File: config.mk
export PLATFORM = sky130hd
export DESIGN_NAME = moore_serial_tx
export DESIGN_NICKNAME = d
export VERILOG_FILES = /design/src/rtl/moore_serial_pkg.sv /design/src/rtl/moore_serial_shreg.sv /design/src/rtl/moore_serial_tx.sv
export SDC_FILE = /design/constraint.sdc
export NUM_CORES = 1
export LEC_CHECK = 0
export BUFFER_PORTS_ARGS = -buffer_cell sky130_fd_sc_hd__buf_2
export CAP_MARGIN = 20
export CORE_MARGIN = 4
export CORE_UTILIZATION = 29
export DETAILED_ROUTE_END_ITERATION = 8
export PLACE_DENSITY = 0.43
export SLEW_MARGIN = 0
export SYNTH_ARGS = -nofsm -noshare
export SYNTH_HDL_FRONTEND = slang
export SYNTH_HIERARCHICAL = 1
export SYNTH_SLANG_ARGS = --single-unit
File: constraint.sdc
create_clock -name CLK -period 2.36 [get_ports CLK]
set_input_delay 0.118 -clock CLK [delete_from_list [all_inputs] [get_ports CLK]]
set_output_delay 0.118 -clock CLK [all_outputs]
set_load 0.005 [all_outputs]
File: src/rtl/moore_serial_pkg.sv
// Shared state encoding and width helpers for the Moore serial transmitter.
// Pure declarations; no logic, no latency.
package moore_serial_pkg;

  typedef enum logic [1:0] {
    S_IDLE  = 2'd0,
    S_SHIFT = 2'd1,
    S_DONE  = 2'd2,
    S_GAP   = 2'd3
  } state_e;

  // ones_cnt must hold the value WIDTH itself, hence WIDTH+1.
  function automatic int calc_cw(input int width);
    return $clog2(width + 1);
  endfunction

endpackage

File: src/rtl/moore_serial_shreg.sv
// Parallel-load, left-shift register; MSB is exposed as the serial bit.
// Load takes priority over shift; one cycle to load, zeros shift in at the LSB.
module moore_serial_shreg #(
  parameter int WIDTH = 8
) (
  input  logic             CLK,
  input  logic             RST_b,
  input  logic             load,
  input  logic             shift,
  input  logic [WIDTH-1:0] din,
  output logic             msb
);

  logic [WIDTH-1:0] q;

  always_ff @(posedge CLK or negedge RST_b) begin
    if (!RST_b) begin
      q <= '0;
    end else if (load) begin
      q <= din;
    end else if (shift) begin
      q <= {q[WIDTH-2:0], 1'b0};
    end
  end

  assign msb = q[WIDTH-1];

endmodule

File: src/rtl/moore_serial_tx.sv
// Moore serial transmitter: word accepted in IDLE, sent MSB-first over WIDTH cycles,
// then one DONE cycle and GAP idle cycles; din_ready is low for the whole frame.
module moore_serial_tx
  import moore_serial_pkg::*;
#(
  parameter int WIDTH = 8,
  parameter int GAP   = 2,
  parameter int CW    = calc_cw(WIDTH)
) (
  input  logic             CLK,
  input  logic             RST_b,
  input  logic [WIDTH-1:0] din,
  input  logic             din_valid,
  output logic             din_ready,
  output logic             x_out,
  output logic             x_valid,
  output logic             frame_done,
  output logic [CW-1:0]    ones_cnt
);

  localparam logic [1:0] ST_IDLE  = S_IDLE;
  localparam logic [1:0] ST_SHIFT = S_SHIFT;
  localparam logic [1:0] ST_DONE  = S_DONE;
  localparam logic [1:0] ST_GAP   = S_GAP;

  localparam int BW = $clog2(WIDTH);
  // Keep the gap counter at least one bit wide even when the GAP state is unreachable.
  localparam int GW = (GAP > 0) ? $clog2(GAP + 1) : 1;
  localparam logic [BW-1:0] BIT_LAST = BW'(WIDTH - 1);
  localparam logic [GW-1:0] GAP_LAST = GW'((GAP > 0) ? (GAP - 1) : 0);

  logic [1:0]    state;
  logic [1:0]    state_nxt;
  logic [BW-1:0] bit_cnt;
  logic [GW-1:0] gap_cnt;
  logic          msb;
  logic          accept;

  assign accept = (state == ST_IDLE) && din_valid;

  moore_serial_shreg #(
    .WIDTH(WIDTH)
  ) u_shreg (
    .CLK   (CLK),
    .RST_b (RST_b),
    .load  (accept),
    .shift (state == ST_SHIFT),
    .din   (din),
    .msb   (msb)
  );

  always_comb begin
    state_nxt = state;
    case (state)
      ST_IDLE:  if (din_valid) state_nxt = ST_SHIFT;
      ST_SHIFT: if (bit_cnt == BIT_LAST) state_nxt = ST_DONE;
      ST_DONE:  state_nxt = (GAP > 0) ? ST_GAP : ST_IDLE;
      ST_GAP:   if (gap_cnt == GAP_LAST) state_nxt = ST_IDLE;
      default:  state_nxt = ST_IDLE;
    endcase
  end

  always_ff @(posedge CLK or negedge RST_b) begin
    if (!RST_b) begin
      state    <= ST_IDLE;
      bit_cnt  <= '0;
      gap_cnt  <= '0;
      ones_cnt <= '0;
    end else begin
      state <= state_nxt;
      case (state)
        ST_IDLE: begin
          if (din_valid) begin
            bit_cnt  <= '0;
            ones_cnt <= '0;
          end
        end
        ST_SHIFT: begin
          bit_cnt  <= bit_cnt + 1'b1;
          ones_cnt <= ones_cnt + CW'(msb);
        end
        ST_DONE: gap_cnt <= '0;
        ST_GAP:  gap_cnt <= gap_cnt + 1'b1;
        default: ;
      endcase
    end
  end

  // Outputs depend on state and registers only.
  assign din_ready  = (state == ST_IDLE);
  assign x_valid    = (state == ST_SHIFT);
  assign x_out      = x_valid && msb;
  assign frame_done = (state == ST_DONE);

endmodule

==> reports/results.ini <==
[worst_setup_path]
slowest_stage=dfrtp_1
path_cells=inv_1 > ha_1 > buf_4 > and2_2 > buf_2
crit_required_ns=2.24
arrival_ns=1.69
startpoint_type=flop
crit_path_max_fanout=10
path_class=reg2out
max_stage_delay_ns=0.42
critPathCaptureType=output port

[timing]
period_minus_slack_ns=1.808
setup-tns-final_ns=0
rsz0062_at_grt=false
worst_slew_pin_slew_ns=0.4957
max_freq_mhz=553.2
relSlewSlack_pct=66.95
final-hold-violation-count=0
finalSetupViolCount=0
drv_slew=0
whs_ns=0.02504
fin_skew_ns=0.008978
fin_crit_sh_pct=76.60

[floorplan]
rows=21
io_pins=19
die_height_um=66.97
dieArea_um2=4485
die_w_um=66.97
start_util_pct=30.22
core_region_area_um2=3337

[cells_and_area]
mostFrequentLayoutCells=dfrtp_1, buf_2, nand2_1
post_route_cells_drive_above_1_share_pct=23.89
final_area_um2=1167
antennaDiodeCount=0
area_growth_pct=15.76
final_common_cell=dfrtp_1
finalNetCount=134
finalCoreUtilization_pct=34.98

[cts]
cts_num_sinks=19
post_cts_resized=0
path_clk_slew_ns=0.11
cts-htree-levels=1
cts_root_buf=clkbuf_4
insertion_delay_ns=0.29
cts_tree=yes
numCtsBuffers=3
clk_path_buf_depth=2

[routing]
drc=0
wl_per_cell_um=11.88
first_iter_violations=6
vias=703
drtAntennaViolNets=0
vias_per_cell=4.421
drtPass1Iterations=3
routed_wl_um=1889

[synthesis]
yosys.area.top_type=dfrtp_1
syn_nets=112
ys_ff_latch=19
synth.yosys.seq_area_share_pct=47.15
syn_area_um2=1008
synth.distinct_cells=22
synth_xor_area_share_pct=0
synth_warnings=6
synthMuxAreaShare_pct=10.55
syn_inst=92
synth_compound_area_share_pct=12.66
synth_top_area_share_pct=47.15
synth_top_family_by_area=compound AO/OA/AOI/OAI gates
syn_avg_cell_area_um2=10.96
synth-adder-area-share_pct=11.17
synth_area_leaders=dfrtp_1, ha_1, mux2i_1
yosys.area_share.simple_pct=12.16

[power]
p_leak_nw=0.5753
p_total_mw=1.378
power_density_nw_per_um2=1181
peakVddDrop_v=0.0005592

[global_route]
grt_overflow=0
grt_pass1_wl_um=3270
grt_max_degree=20
grtUsageTotal_pct=9.732
grt_pass1_vias=732
antenna_found_initial=0

[worst_hold_path]
hold_path_class=in2reg

[placed_design]
dp_hpwl_um=1447
port_buffers=18
gp_congestion=0.6571
dpl_cell_area_um2=1130

[run]
drv_cap=0

[status]
outcome=completed

-- path summary, 6_finish.rpt --
check                                    end  cells after the start  slack, ns        from
worst max-delay path                   x_out                      5       0.55    state[1]
worst min-delay path            u_shreg/q[3]                      3       0.03      din[3]
worst max register to register    bit_cnt[0]                      5       0.63    state[1]
worst min register to register    gap_cnt[1]                      2       0.49  gap_cnt[1]
max in group asynchronous        ones_cnt[2]                      2       1.77       RST_b
min in group asynchronous         gap_cnt[1]                      2       0.28       RST_b
-- metal layers --
layer	vias to the layer above	share of wire [%]	global-route usage, %	wire (µm)
li1	357	-	-	-
met1	335	49	12.19	919
met2	9	46	15.35	874
met3	2	4.0	3.710	76
met4	0	1.0	3.038	19
met5	-	0	0	0
-- stage by stage --
stage	instances	worst slack, ns
floorplan	92	0.8219
global placement	154	0.6526
detailed placement	154	0.6131
CTS	159	0.5038
global route	159	0.4182
finish	159	0.5524
-- synth_stat cells --
cell type and n:
nand2b_1 3, nand2_1 10, a2111oi_0 1, a22o_1 5
mux2_4 1, inv_1 7, and2_2 1, nor2_1 4
o21ai_0 5, and2_1 1, o21ai_1 7, a221oi_2 1
nand3_1 2, clkinv_1 1, dfrtp_1 19, mux2i_1 8
nor2b_4 1, nand3b_1 1, or2_1 1, buf_6 3
ha_1 9, mux2_1 1
-- layout make-up --
type | count | area [µm²]
Clock inverter | 1 | 5.005
Clock buffer | 3 | 22.52
Sequential cell | 19 | 475.5
Multi-Input combinational cell | 62 | 469.2
Timing Repair Buffer | 20 | 107.6
Inverter | 8 | 30.03
Tap cell | 46 | 57.56
Fill cell | 352 | 2170
-- cells by family after synthesis --
logic type	count (synthesis)
simple gates	24
compound gates	19
flops	19
mux	10
buf+inv	11
fa+ha+maj	9
-- registers in the layout, indices dropped and copies added (netlist names) --
name	flops
bit_cnt	3
gap_cnt	2
ones_cnt	4
u_shreg/q	8
state	2
-- what timing repair did --
action / in CTS / in global routing
hold buffers: 1 / 0
hold endpoints to repair: 19 / 0
buffers inserted: 0 / 0
-- worst max-delay path: cells and delay by family (launching register included) --
family / cells / cell delay, ns
simple gates: 1 / 0.14
flops: 1 / 0.42
buf+inv: 3 / 0.42
fa+ha+maj: 1 / 0.41
-- power by group --
part           internal, mW  leakage, nW  switching, mW
clock                0.0630       0.0177         0.0996
sequential            0.466        0.244         0.0944
combinational         0.319        0.313          0.336
(Power assumes the default switching activity.)
